### src/rtl/serial_adder_pkg.sv
// Shared types and constants for the bit-serial adder.
package serial_adder_pkg;

  localparam int SA_DEFAULT_WIDTH = 8;

  typedef enum logic [1:0] {
    IDLE,
    SHIFT,
    DONE
  } sa_state_t;

endpackage

### src/rtl/halfadder.sv
// Single-bit half adder cell: s = a xor b, cout = a and b.
module halfadder (
  input  logic a,
  input  logic b,
  output logic s,
  output logic cout
);

  assign s    = a ^ b;
  assign cout = a & b;

endmodule

### src/rtl/serial_adder.sv
// Bit-serial WIDTH-bit adder: LSB-first, one bit per clock, through two
// halfadder cells and a carry register; result held in a separate output register.
module serial_adder
  import serial_adder_pkg::*;
#(
  parameter int WIDTH = SA_DEFAULT_WIDTH
) (
  input  logic             clk,
  input  logic             rst_n,
  input  logic             start,
  input  logic [WIDTH-1:0] a,
  input  logic [WIDTH-1:0] b,
  output logic             busy,
  output logic             done,
  output logic [WIDTH-1:0] sum,
  output logic             cout
);

  localparam int            CW   = $clog2(WIDTH);
  localparam logic [CW-1:0] LAST = CW'(WIDTH - 1);

  sa_state_t        state, state_next;
  logic [WIDTH-1:0] a_sr, b_sr;
  logic [WIDTH-2:0] res_sr;
  logic [WIDTH-1:0] res_shift;
  logic [CW-1:0]    cnt;
  logic             carry;
  logic             s1, c1, sum_bit, c2, carry_next;
  logic             load, last;

  halfadder u_ha_ab (
    .a    (a_sr[0]),
    .b    (b_sr[0]),
    .s    (s1),
    .cout (c1)
  );

  halfadder u_ha_carry (
    .a    (s1),
    .b    (carry),
    .s    (sum_bit),
    .cout (c2)
  );

  assign carry_next = c1 | c2;
  // The new bit enters at the MSB; after WIDTH shifts this is the full sum.
  assign res_shift  = {sum_bit, res_sr};
  assign load       = start && (state == IDLE || state == DONE);
  assign last       = (state == SHIFT) && (cnt == LAST);

  always_ff @(posedge clk or negedge rst_n) begin
    // NOTE: state registers use non-blocking assignments so every flop
    // samples the pre-edge values regardless of statement order.
    if (!rst_n) state <= IDLE;
    else        state <= state_next;
  end

  always_comb begin
    // NOTE: default first so every path assigns state_next and no latch is inferred.
    state_next = state;
    case (state)
      IDLE:    if (start) state_next = SHIFT;
      SHIFT:   if (cnt == LAST) state_next = DONE;
      DONE:    state_next = start ? SHIFT : IDLE;
      default: state_next = IDLE;
    endcase
  end

  always_ff @(posedge clk or negedge rst_n) begin
    if (!rst_n) begin
      a_sr   <= '0;
      b_sr   <= '0;
      res_sr <= '0;
      carry  <= 1'b0;
      cnt    <= '0;
    end else if (load) begin
      a_sr   <= a;
      b_sr   <= b;
      res_sr <= '0;
      carry  <= 1'b0;
      cnt    <= '0;
    end else if (state == SHIFT) begin
      a_sr   <= a_sr >> 1;
      b_sr   <= b_sr >> 1;
      res_sr <= res_shift[WIDTH-1:1];
      carry  <= carry_next;
      cnt    <= cnt + CW'(1);
    end
  end

  // Output register changes only on entry to DONE, so sum/cout hold through SHIFT.
  always_ff @(posedge clk or negedge rst_n) begin
    if (!rst_n) begin
      sum  <= '0;
      cout <= 1'b0;
    end else if (last) begin
      sum  <= res_shift;
      cout <= carry_next;
    end
  end

  assign busy = (state == SHIFT);
  assign done = (state == DONE);

endmodule
### config.mk
export PLATFORM = sky130hd
export DESIGN_NAME = serial_adder
export DESIGN_NICKNAME = d
export VERILOG_FILES = /design/src/rtl/serial_adder_pkg.sv /design/src/rtl/halfadder.sv /design/src/rtl/serial_adder.sv
export SDC_FILE = /design/constraint.sdc
export NUM_CORES = 1
export LEC_CHECK = 0
export BUFFER_PORTS_ARGS = -buffer_cell sky130_fd_sc_hd__buf_4
export CAP_MARGIN = 20
export CORE_MARGIN = 2
export CORE_UTILIZATION = 35
export CTS_BUF_LIST = sky130_fd_sc_hd__clkbuf_4
export DETAILED_ROUTE_END_ITERATION = 8
export PLACE_DENSITY = 0.51
export SLEW_MARGIN = 20
export SYNTH_ARGS = -nofsm -noshare
export SYNTH_HDL_FRONTEND = slang
export SYNTH_HIERARCHICAL = 1
export SYNTH_SLANG_ARGS = --single-unit
### constraint.sdc
create_clock -name clk -period 1.9 [get_ports clk]
set_input_delay 0.095 -clock clk [delete_from_list [all_inputs] [get_ports clk]]
set_output_delay 0.095 -clock clk [all_outputs]
set_load 0.005 [all_outputs]
======== After elaboration in Yosys (flattened, before gate mapping) ========
Cells that the tools add are included.
storage, ports and cells
  bits of input ports ..................... 19
  output and inout bits ................... 11
  register bits after elaboration ......... 38
  logic and storage cells ................. 39
operators by class
  add/sub/neg operators ................... 1
  muxes and demuxes ....................... 14
  eq/ne operators ......................... 5
  reduce and logical (&&, ||, !) cells .... 6
  bitwise gates (word level) .............. 5
operators with widths
  operator                                                                  count
  8-bit 2-to-1 mux                                                          4
  7-bit 2-to-1 mux                                                          2
  3-bit 2-to-1 mux                                                          2
  2-bit case mux with 3 select lines                                        1
  2-bit 2-to-1 mux                                                          2
  3-bit by 1-bit adder with 3-bit output (second input constant)            1
  3-bit == test (second input constant)                                     1
  1-bit 2-to-1 mux                                                          3
  1-bit AND                                                                 2
  2-bit by 1-bit == test with 1-bit output (second input constant)          1
  2-bit == test (second input constant)                                     1
  1-bit logical AND                                                         2
  2-bit zero test                                                           1
  2-bit by 1-bit inequality test with 1-bit output (second input constant)  1
  2-bit inequality test (second input constant)                             1
  2-bit AND reduction                                                       1
  2-bit nonzero test                                                        1
  1-bit bitwise XOR                                                         2
  1-bit logical OR                                                          1
  1-bit OR                                                                  1

======== Longest topological paths before layout ========
  depth in word-level cells ............... 5
  depth in mapped cells ................... 5
  mapped depth without buffers ............ 4

======== By module ========
The synthesis kept the hierarchy.
by module, submodules not included
  module        area each (µm²)  cells an instance  seq. area each (µm²)  instances
  serial_adder  1913.1           140                950.9                 1
  halfadder     12.5             1                  0.0                   2

======== Worst setup path after synthesis ========
Ideal clock, no wire load.
  path kind ............................... register -> register
  from .................................... register a_sr[0]
  to ...................................... register carry
  slack ................................... 0.356 ns
  library setup time ...................... 0.122 ns
  data required time ...................... 1.778 ns
  buffers on the path ..................... 0
  cell stages (with the launch flop) ...... 5
  arrival time ............................ 1.423 ns
  clock period less this slack ............ 1.544 ns
  path through ............................ dfrtp_1 ha_1 ha_1 or3_1 a32o_1
on the way
  word-level cells in the longest chain between the ends .. 5
  elaborated cells between the ends (all ways) .. 6
  classes of those cells .................. 2 x mux; 4 x bitwise
ends and longest elaborated chain
  what                    RTL line            text
  start, declared         serial_adder.sv:23  logic [WIDTH-1:0] a_sr, b_sr;
  start signal, assigned  serial_adder.sv:83  a_sr <= a_sr >> 1;
  1-bit bitwise XOR       halfadder.sv:9      assign s = a ^ b;
  via s1                  serial_adder.sv:28  logic s1, c1, sum_bit, c2, carry_next;
  1-bit AND               halfadder.sv:10     assign cout = a & b;
  via c2                  serial_adder.sv:28
  1-bit OR                serial_adder.sv:45  assign carry_next = c1 | c2;
  1-bit 2-to-1 mux        serial_adder.sv:82  end else if (state == SHIFT) begin
  1-bit 2-to-1 mux        serial_adder.sv:76  end else if (load) begin
  end signal, assigned    serial_adder.sv:86  carry <= carry_next;
  end, declared           serial_adder.sv:27  logic carry;
The timed path passes the listed nets, and every way through them passes these cells. The select of a mux whose other input is x is not followed.
A chain may end at the register's enable or synchronous reset.

======== Final worst setup path ========
Ends and elaborated chain as after synthesis.

==> results.sh <==
export IMPL_worstPathMaxFanout=3
export IMPL_final_hold_viol_count=0
export IMPL_yosys_top_cells_count="45 x mux2i_1, 38 x dfrtp_1, 10 x a22o_1, 8 x mux2_1, 8 x mux2_4"
export IMPL_critPathKind="reg2reg"
export IMPL_synth_seq_cells=38
export IMPL_status="complete, no violations"
export IMPL_yosysWarnings=6
export IMPL_grt_pass1_vias=1223
export IMPL_initial_core_util=0.356
export IMPL_synth_edf_count=0
export IMPL_netlist_instances=142
export IMPL_die_w_um=78.4
export IMPL_htreeDepth=2
export IMPL_first_iter_violations=65
export IMPL_leakagePower_uw=0.00119
export IMPL_ant_nets=0
export IMPL_synth_most_common_cell="mux2i_1"
export IMPL_tns_ns=0
export IMPL_fmax_ghz=0.605
export IMPL_die_h_um=78.4
export IMPL_grt_pass1_wl_um=5950
export IMPL_synth_area_leaders="dfrtp_1 49%, mux2i_1 23%, mux2_4 6.2%, mux2_1 4.6%, a22o_1 4.5%"
export IMPL_cts_root_buf="clkbuf_4"
export IMPL_cts_sinks=38
export IMPL_path_buf_inv=0
export IMPL_cp_common_cell="ha_1"
export IMPL_clk_pin_slew_ns=0.12
export IMPL_cts_buffers=5
export IMPL_grt_use_total=0.126
export IMPL_slowest_stage="dfrtp_1"
export IMPL_cp_start_kind="flop"
export IMPL_cts_hold_fix_buffers=1
export IMPL_path_cells="ha_1 > ha_1 > or3_1 > a32o_1"
export IMPL_drv_cap=0
export IMPL_vias=1185
export IMPL_synth_avg_cell_area_sq_um=13.6
export IMPL_routabilityCongestion=0.644
export IMPL_grt_max_degree=39
export IMPL_area_growth_syn_to_layout_pct=19.3
export IMPL_crit_family="adder cells"
export IMPL_ir_drop_uv=436
export IMPL_min_period_over_period=0.869
export IMPL_antenna_found_initial=0
export IMPL_yosysTopAreaCellShare=0.491
export IMPL_worstPathRequired_ns=2.13
export IMPL_synth_flop_cell="dfrtp_1"
export IMPL_pin_count=30
export IMPL_cts_tree="yes"
export IMPL_fin_ws_ns=0.248
export IMPL_min_path_type="in2reg"
export IMPL_slew_viol_final=0
export IMPL_pre_cts_slack_ns=0.260
export IMPL_synthArstFlopShare=1.00
export IMPL_ys_types=21
export IMPL_netlist_area_sq_um=1940
export IMPL_finalCriticalPeriod_ns=1.65
export IMPL_synthesis_nets=165
export IMPL_synth_top_area_cell="dfrtp_1"
export IMPL_setup_viol=0
export IMPL_io_buffers=29
export IMPL_tightest_slew_ns=0.767
export IMPL_insertion_delay_ns=0.34
export IMPL_num_nets_final=196
export IMPL_core_area_sq_um=5440
export IMPL_routed_wl_um=3520
export IMPL_drc=0
export IMPL_post_drt_wl_per_cell_um=14.3
export IMPL_rsz0062_at_grt="false"
export IMPL_arrival_ns=1.89
export IMPL_cts_setup_buffers=0
export IMPL_num_rows=27
export IMPL_dieArea_sq_um=6150
export IMPL_hpwl_um=2320
export IMPL_power_density_nw_per_um2=1390
export IMPL_cts_resized=0
export IMPL_grt_overflow_total=0
export IMPL_fin_worst_skew_ns=0.0113
export IMPL_drive_gt1_frac=0.299
export IMPL_via_per_inst=4.82
export IMPL_cp_slowest_stage_delay_ns=0.42
export IMPL_worstSetupEndpointType="flop"
export IMPL_ys_seq_area_frac=0.491
export IMPL_maxSlewHeadroom=0.487
export IMPL_firstDrtPassIters=3
export IMPL_clockBufferDepth=2
export IMPL_antenna_cells=0
==> stage by stage <==
stage	instance area [sq um]	total power, uW	hold WS [ns]	utilization	cells
3_3_place_gp	2220	2620	0.0966	0.408	237
4_1_cts	2310	3270	0.00437	0.425	246
3_5_place_dp	2220	2680	0.101	0.408	237
2_1_floorplan	1940	2280	-0.201	-	142
6_report	2310	3210	0.0277	0.425	246
5_1_grt	2310	3460	0.000571	0.425	246
==> state kept, by name, summed over array words and instances, names as in the netlist <==
name / cells
carry: 1
cout: 1
res_sr: 7
b_sr: 8
cnt: 3
a_sr: 8
state: 2
sum: 8
==> layout make-up <==
class	instances	area, sq um
Timing Repair Buffer	35	278
Clock inverter	1	30.0
Clock buffer	7	52.6
Multi-Input combinational cell	91	903
Inverter	2	7.51
Sequential cell	38	951
Tap cell	72	90.1
Fill cell	507	3130
==> worst reg2reg max path, stage by stage (launching register included) <==
cell and delay [ns]:
dfrtp_1 0.42, ha_1 0.30, ha_1 0.21, or3_1 0.35, a32o_1 0.26
==> worst paths after layout <==
kind / start / end / slack (ns) / depth (start not counted)
setup reg to reg: a_sr[0] / carry / 0.25 / 4
min in group asynchronous: rst_n / sum[2] / 0.26 / 2
hold reg to reg: sum[0] / sum[0] / 0.52 / 1
hold / removal: b[3] / b_sr[3] / 0.03 / 3
setup / recovery: a_sr[0] / carry / 0.25 / 4
max in group asynchronous: rst_n / a_sr[2] / 1.29 / 2
==> cell usage in the layout (no fill, tap or decap) <==
cell type,n
mux2i_1,45
dfrtp_1,38
buf_4,33
a22o_1,10
mux2_4,8
mux2_1,8
clkbuf_4,7
ha_1,4
nor2_1,3
nor2b_1,2
mux2_2,2
nand3_1,2
o21ai_0,2
inv_1,2
nand3b_1,1
or3_1,1
nand2b_1,1
a32o_1,1
xnor2_1,1
bufinv_16,1
dlygate4sd3_1,1
buf_12,1
==> cell families after synthesis <==
kind of cell	synth area share
multiplexers	0.352
flip-flops	0.491
AO/OA/AOI/OAI	0.0555
buffers and inverters	0.0433
AND/OR/NAND/NOR	0.0278
adder cells (fa/ha/maj)	0.0258
XOR/XNOR	0.00452
==> routing by layer <==
layer  track usage  wire length, um
met5             0                0
met4        0.0526               57
met3        0.0437              161
met2         0.201             1670
met1         0.157             1640
==> power by group <==
part	leakage, uW	switching, uW	internal, uW
clock	0.0000463	262	308
sequential	0.000490	279	1140
combinational	0.000656	463	768
Power figures use the tool's default switching activity.
